$ cat config.mk
export PLATFORM = sky130hd
export DESIGN_NAME = oled_init_seq
export DESIGN_NICKNAME = d
export VERILOG_FILES = /design/src/rtl/oled_init_seq.sv
export SDC_FILE = /design/constraint.sdc
export NUM_CORES = 1
export LEC_CHECK = 0
export ABC_CLOCK_PERIOD_IN_PS = 3800
export CORE_ASPECT_RATIO = 1.5
export CORE_MARGIN = 5
export CORE_UTILIZATION = 55
export CTS_CLUSTER_DIAMETER = 150
export DETAILED_ROUTE_END_ITERATION = 10
export GPL_TIMING_DRIVEN = 0
export PLACE_DENSITY = 0.77
export SLEW_MARGIN = 20
export SYNTH_ARGS = -nofsm -noshare
export SYNTH_HDL_FRONTEND = slang
export SYNTH_SLANG_ARGS = --single-unit
$ cat constraint.sdc
create_clock -name I_Clk_in -period 3.8 [get_ports I_Clk_in]
set_input_delay 0.38 -clock I_Clk_in [delete_from_list [all_inputs] [get_ports I_Clk_in]]
set_output_delay 0.38 -clock I_Clk_in [all_outputs]
set_load 0.01 [all_outputs]
$ cat src/rtl/oled_init_seq.sv
`default_nettype none
// ============================================================================
// Module   : oled_init_seq
// Brief    : Power-up sequencer feeding the SSD1306 init table to the I2C write
//            engine; define OLED_CLEAR_EN to append a full display-clear pass.
// Revision : 1.0 - initial release
// ============================================================================
module oled_init_seq #(
  parameter int         CLK_FREQ     = 8_000_000,
  parameter logic [6:0] SLAVE_ADDR   = 7'h3C,
  parameter int         PWRUP_CYCLES = 800_000,
  parameter int         GAP_CYCLES   = 16,
  parameter int         TO_CYCLES    = 4096,
  parameter int         RETRY_MAX    = 3
) (
  input  logic        I_Clk_in,
  input  logic        I_Rst_n,
  input  logic        I_Go,
  output logic        O_Start,
  output logic [6:0]  O_Slave_Addr,
  output logic        O_R_W_SET,
  output logic [15:0] O_R_W_Data,
  input  logic        I_Done,
  input  logic        I_Error,
  output logic        O_Busy,
  output logic        O_Init_Done,
  output logic        O_Fail,
  output logic [10:0] O_Cmd_Idx
);

  localparam int INIT_LEN = 25;
`ifdef OLED_CLEAR_EN
  localparam int SEQ_LEN = INIT_LEN + 6 + 1024;
`else
  localparam int SEQ_LEN = INIT_LEN;
`endif
  localparam logic [10:0] LAST_IDX = 11'(SEQ_LEN - 1);

  typedef enum logic [2:0] {
    S_PWRUP = 3'd0,
    S_LOAD  = 3'd1,
    S_REQ   = 3'd2,
    S_CHECK = 3'd3,
    S_GAP   = 3'd4,
    S_DONE  = 3'd5,
    S_FAIL  = 3'd6
  } state_t;

  state_t      state_q, state_d;
  logic [31:0] cnt_q, cnt_d;
  logic [7:0]  retry_q, retry_d;
  logic        err_q, err_d;
  logic        start_q, start_d;
  logic        busy_q, busy_d;
  logic        done_q, done_d;
  logic        fail_q, fail_d;
  logic [15:0] data_q, data_d;
  logic [10:0] idx_q, idx_d;

  logic unused_clk_freq;
  assign unused_clk_freq = (CLK_FREQ > 0);

  function automatic logic [15:0] rom_word(input logic [10:0] i);
    logic [7:0] cmd;
    case (i)
      11'd0:  cmd = 8'hAE;  11'd1:  cmd = 8'hD5;  11'd2:  cmd = 8'h80;
      11'd3:  cmd = 8'hA8;  11'd4:  cmd = 8'h3F;  11'd5:  cmd = 8'hD3;
      11'd6:  cmd = 8'h00;  11'd7:  cmd = 8'h40;  11'd8:  cmd = 8'h8D;
      11'd9:  cmd = 8'h14;  11'd10: cmd = 8'h20;  11'd11: cmd = 8'h00;
      11'd12: cmd = 8'hA1;  11'd13: cmd = 8'hC8;  11'd14: cmd = 8'hDA;
      11'd15: cmd = 8'h12;  11'd16: cmd = 8'h81;  11'd17: cmd = 8'hCF;
      11'd18: cmd = 8'hD9;  11'd19: cmd = 8'hF1;  11'd20: cmd = 8'hDB;
      11'd21: cmd = 8'h40;  11'd22: cmd = 8'hA4;  11'd23: cmd = 8'hA6;
      11'd24: cmd = 8'hAF;
`ifdef OLED_CLEAR_EN
      11'd25: cmd = 8'h21;  11'd26: cmd = 8'h00;  11'd27: cmd = 8'h7F;
      11'd28: cmd = 8'h22;  11'd29: cmd = 8'h00;  11'd30: cmd = 8'h07;
`endif
      default: cmd = 8'h00;
    endcase
`ifdef OLED_CLEAR_EN
    // Everything past the addressing commands is a GDDRAM data write of zero.
    if (i > 11'd30) return 16'h4000;
`endif
    return {8'h00, cmd};
  endfunction

  always_comb begin
    state_d = state_q;
    cnt_d   = cnt_q;
    retry_d = retry_q;
    err_d   = err_q;
    idx_d   = idx_q;
    case (state_q)
      S_PWRUP: begin
        if (cnt_q == 32'(PWRUP_CYCLES)) begin
          state_d = S_LOAD;
          cnt_d   = '0;
        end else begin
          cnt_d = cnt_q + 32'd1;
        end
      end
      S_LOAD: begin
        state_d = S_REQ;
        cnt_d   = '0;
      end
      S_REQ: begin
        // A completion on the same cycle as the timeout takes precedence.
        if (I_Done) begin
          err_d   = I_Error;
          state_d = S_CHECK;
        end else if (cnt_q == 32'(TO_CYCLES - 1)) begin
          err_d   = 1'b1;
          state_d = S_CHECK;
        end else begin
          cnt_d = cnt_q + 32'd1;
        end
      end
      S_CHECK: begin
        cnt_d = '0;
        if (!err_q) begin
          retry_d = '0;
          if (idx_q == LAST_IDX) begin
            state_d = S_DONE;
          end else begin
            idx_d   = idx_q + 11'd1;
            state_d = S_GAP;
          end
        end else if (retry_q < 8'(RETRY_MAX)) begin
          retry_d = retry_q + 8'd1;
          state_d = S_GAP;
        end else begin
          state_d = S_FAIL;
        end
      end
      S_GAP: begin
        if (cnt_q == 32'(GAP_CYCLES - 1)) begin
          state_d = S_LOAD;
        end else begin
          cnt_d = cnt_q + 32'd1;
        end
      end
      S_DONE, S_FAIL: begin
        if (I_Go) begin
          state_d = S_LOAD;
          idx_d   = '0;
          retry_d = '0;
        end
      end
      default: state_d = S_PWRUP;
    endcase

    // The word is captured on entry to LOAD so it leads O_Start by a cycle.
    data_d  = (state_d == S_LOAD) ? rom_word(idx_d) : data_q;
    start_d = (state_d == S_REQ);
    busy_d  = (state_d != S_DONE) && (state_d != S_FAIL);
    done_d  = (state_d == S_DONE);
    fail_d  = (state_d == S_FAIL);
  end

  always_ff @(posedge I_Clk_in or negedge I_Rst_n) begin
    if (!I_Rst_n) begin
      state_q <= S_PWRUP;
      cnt_q   <= '0;
      retry_q <= '0;
      err_q   <= 1'b0;
      start_q <= 1'b0;
      busy_q  <= 1'b1;
      done_q  <= 1'b0;
      fail_q  <= 1'b0;
      data_q  <= 16'h0000;
      idx_q   <= '0;
    end else begin
      state_q <= state_d;
      cnt_q   <= cnt_d;
      retry_q <= retry_d;
      err_q   <= err_d;
      start_q <= start_d;
      busy_q  <= busy_d;
      done_q  <= done_d;
      fail_q  <= fail_d;
      data_q  <= data_d;
      idx_q   <= idx_d;
    end
  end

  assign O_Start      = start_q;
  assign O_Slave_Addr = SLAVE_ADDR;
  assign O_R_W_SET    = 1'b1;
  assign O_R_W_Data   = data_q;
  assign O_Busy       = busy_q;
  assign O_Init_Done  = done_q;
  assign O_Fail       = fail_q;
  assign O_Cmd_Idx    = idx_q;

endmodule
`default_nettype wire
==> run summary <==
Outcome -> finished, violations left
Failing checks -> hold timing
# setup viols final -> 0
Clk_skew -> 0.00760 ns
Crit share post-route -> 88.4%
M1 GR Usage -> 27.5%
GRT Util Overall -> 24.2%
I/O Buffers -> 27
Worst Path Class, Setup -> reg2reg
Setup ws final -> 0.441 ns
Top cells by area, synth -> dfrtp_1 (36%), o31ai_1 (8.4%), nor2_1 (3.5%)
Cells after Synth -> 512
Fmax -> 298 MHz
Final GP Congestion -> 0.882
TNS Setup -> 0 ns
CTS hold repair buffers -> 0
RSZ-0062 raised after global routing -> no
Placed inst area -> 0.00502 mm^2
Routed via count -> 4289
Post-CTS setup buffers -> 0
Initial antenna violation count -> 0
Ant. Diodes -> 0
Yosys reg bits -> 67
Clock-pin slew on the worst setup and hold paths -> 0.05 ns
Hold slack -> -0.0109 ns
Latest clock arrival within the worst-skew pair -> 0.34 ns
Layout cells sized above 1 -> 11.8%
Post-DP HPWL -> 8560 um
Starting Density -> 56.5%
DRT Wirelength -> 11900 um
Core footprint -> 0.00806 mm^2
Synth unique cells -> 84
Post-synth top area share -> 36.3%
Sequential fraction of the synthesis area -> 36.9%
Power, Total -> 0.00167 W
Area of the mapped netlist -> 0.00455 mm^2
First-pass GRT wire length -> 20300 um
Design area -> 0.00535 mm^2
Final slew viol count -> 0
Root buffer cell -> clkbuf_16
Initial DRC Count -> 359
Synth Flop Type -> dfrtp_1
Syn avg cell area -> 8.89 um^2
Worst min path class -> in2async
Yosys warns -> 0
H-tree Lvls -> 3
Vias in the first global route -> 4217
Req. time, crit path -> 4.07 ns
Crit end category -> flip-flop
CTS tree -> built
P_leak -> 2.12 nW
Die H -> 121 um
Final hold vios -> 5
Average vias per placed instance -> 6.35
Die Wd -> 84.3 um
Area leader, netlist -> dfrtp_1
Met3 GRT Util -> 4.62%
Placed cell count -> 659
Final nets -> 580
Pwr dens -> 312 mW/mm^2
Peak supply drop -> 0.272 mV
Fin crit period -> 3.36 ns
Final std cells w/o fill -> 675
Die area -> 0.0102 mm^2
Worst relative slew slack -> 28.3%
Per-cell routed wire length -> 17.6 um
Post-synth EDFFs -> 0
CP Launch Type -> flip-flop
Largest net degree at the start of global routing -> 36
CTS sink count -> 67
# IOs -> 44
Syn-to-layout area delta -> 17.5%
Top Usage Layer GRT -> met2
Slew at the pin closest to its max-slew limit -> 1.07 ns
Gr ovfl total -> 0
Max Root-Sink Buffers -> 2
CTS resizes -> 0
Grt met2 use -> 42.7%
DRC viols -> 0
First drt pass iteration count -> 5
Rows -> 40
Ys async rst share -> 100%
Total CTS buffers -> 9
Crit path DAT -> 3.63 ns
DP Worst Slack -> 0.481 ns
CP max FO -> 7
MaxCap Viol Count -> 0
Remaining antenna violation count -> 0
==> cell usage in the layout (no fill, tap or decap), types with 3 or more instances in the layout <==
| master | count |
|---|---|
| o21ai_0 | 26 |
| nand3_1 | 19 |
| o21a_1 | 3 |
| nand3b_1 | 6 |
| nand2_1 | 35 |
| inv_1 | 18 |
| nand4b_1 | 3 |
| or4_1 | 3 |
| nor4_1 | 11 |
| o41ai_2 | 3 |
| a22o_1 | 5 |
| clkbuf_1 | 19 |
| nor3_1 | 14 |
| nand2b_1 | 9 |
| buf_2 | 3 |
| nor2b_1 | 7 |
| o31ai_1 | 51 |
| a21oi_1 | 16 |
| o41ai_1 | 3 |
| mux2i_1 | 3 |
| a32o_1 | 4 |
| buf_4 | 19 |
| nor2_1 | 42 |
| ha_1 | 10 |
| a31oi_1 | 8 |
| or3_1 | 4 |
| nand4_1 | 10 |
| clkbuf_8 | 4 |
| dfrtp_1 | 66 |
| conb_1 | 16 |
| buf_6 | 4 |
| a41oi_1 | 3 |
| clkdlybuf4s50_1 | 26 |
| clkbuf_16 | 9 |
| o31a_1 | 3 |
| and2_1 | 4 |
| and3_1 | 13 |
==> cell type report <==
type / instances / area, um^2
clock buffer: 14 / 264
tap: 105 / 131
buffer: 43 / 283
inverter: 21 / 78.8
fill: 665 / 2710
sequential: 67 / 1680
timing repair buffer: 28 / 288
multi-input combinational: 395 / 2560
clock inverter: 2 / 60.1
==> synthesized netlist by cell type, types with 8 or more instances <==
library cell / number
dfrtp_1: 66
o31ai_1: 51
nor2_1: 42
nand2_1: 35
o21ai_0: 26
nand3_1: 19
buf_4: 18
inv_1: 18
a21oi_1: 16
clkbuf_1: 16
nor3_1: 14
and3_1: 13
nor4_1: 11
ha_1: 10
nand4_1: 10
nand2b_1: 9
a31oi_1: 8
==> power breakdown <==
part	switching, W	internal [W]
Clock	0.000302	0.000611
Combinational	0.0000259	0.0000162
Sequential	0	0.000714
==> logic make-up after synthesis <==
family	share of synthesized area, %
AND/OR/NAND/NOR	25.5
AO/OA/AOI/OAI	25.6
flip-flops	36.9
buffers and inverters	7.95
adder cells (fa/ha/maj)	2.75
XOR/XNOR	0.578
multiplexers	0.660
other	0.165
==> critical path, stage by stage, from the launching register on <==
cell and delay, ns:
dfrtp_1 0.43, inv_1 0.12, ha_1 0.15, or4b_1 0.52, o31a_1 0.33, and3_4 0.19
or3_4 0.37, inv_1 0.10, ha_1 0.30, inv_1 0.11, nor4_1 0.30, a31oi_1 0.07
o311ai_0 0.11, a22o_1 0.19
==> metrics by stage <==
| step | utilization, % | hold slack [ns] |
|---|---|---|
| global route | 66.4 | 0.0273 |
| finish | 66.4 | -0.0109 |
| detailed placement | 62.3 | 0.358 |
| floorplan | - | 0.0844 |
| CTS | 66.4 | 0.00162 |
| global placement | 62.1 | 0.475 |
==> state kept, by name (all words and copies together), names as in the netlist <==
| name | flops |
|---|---|
| state_q | 3 |
| err_q | 1 |
| O_Fail | 1 |
| O_R_W_Data | 8 |
| O_Init_Done | 1 |
| O_Start | 1 |
| cnt_q | 32 |
| retry_q | 8 |
| O_Busy | 1 |
| O_Cmd_Idx | 11 |
==> per-layer routing <==
metal	part of all wire, %	up-vias
li1	-	2026
met1	39	2066
met2	53	160
met3	5.0	37
met4	3.2	0
met5	0	-
==> path summary, 6_finish.rpt <==
kind | startpoint | end | slack [ns] | depth (start not counted)
max in group asynchronous | I_Rst_n | cnt_q[8] | 3.27 | 2
max reg2reg | O_Cmd_Idx[0] | O_R_W_Data[5] | 0.44 | 13
min reg2reg | O_R_W_Data[7] | O_R_W_Data[7] | 0.49 | 1
min in group I_Clk_in | O_R_W_Data[7] | O_R_W_Data[7] | 0.49 | 1
max | O_Cmd_Idx[0] | O_R_W_Data[5] | 0.44 | 13
min | I_Rst_n | O_Cmd_Idx[7] | -0.01 | 1
No activity file was read; power rests on OpenSTA's default activity.
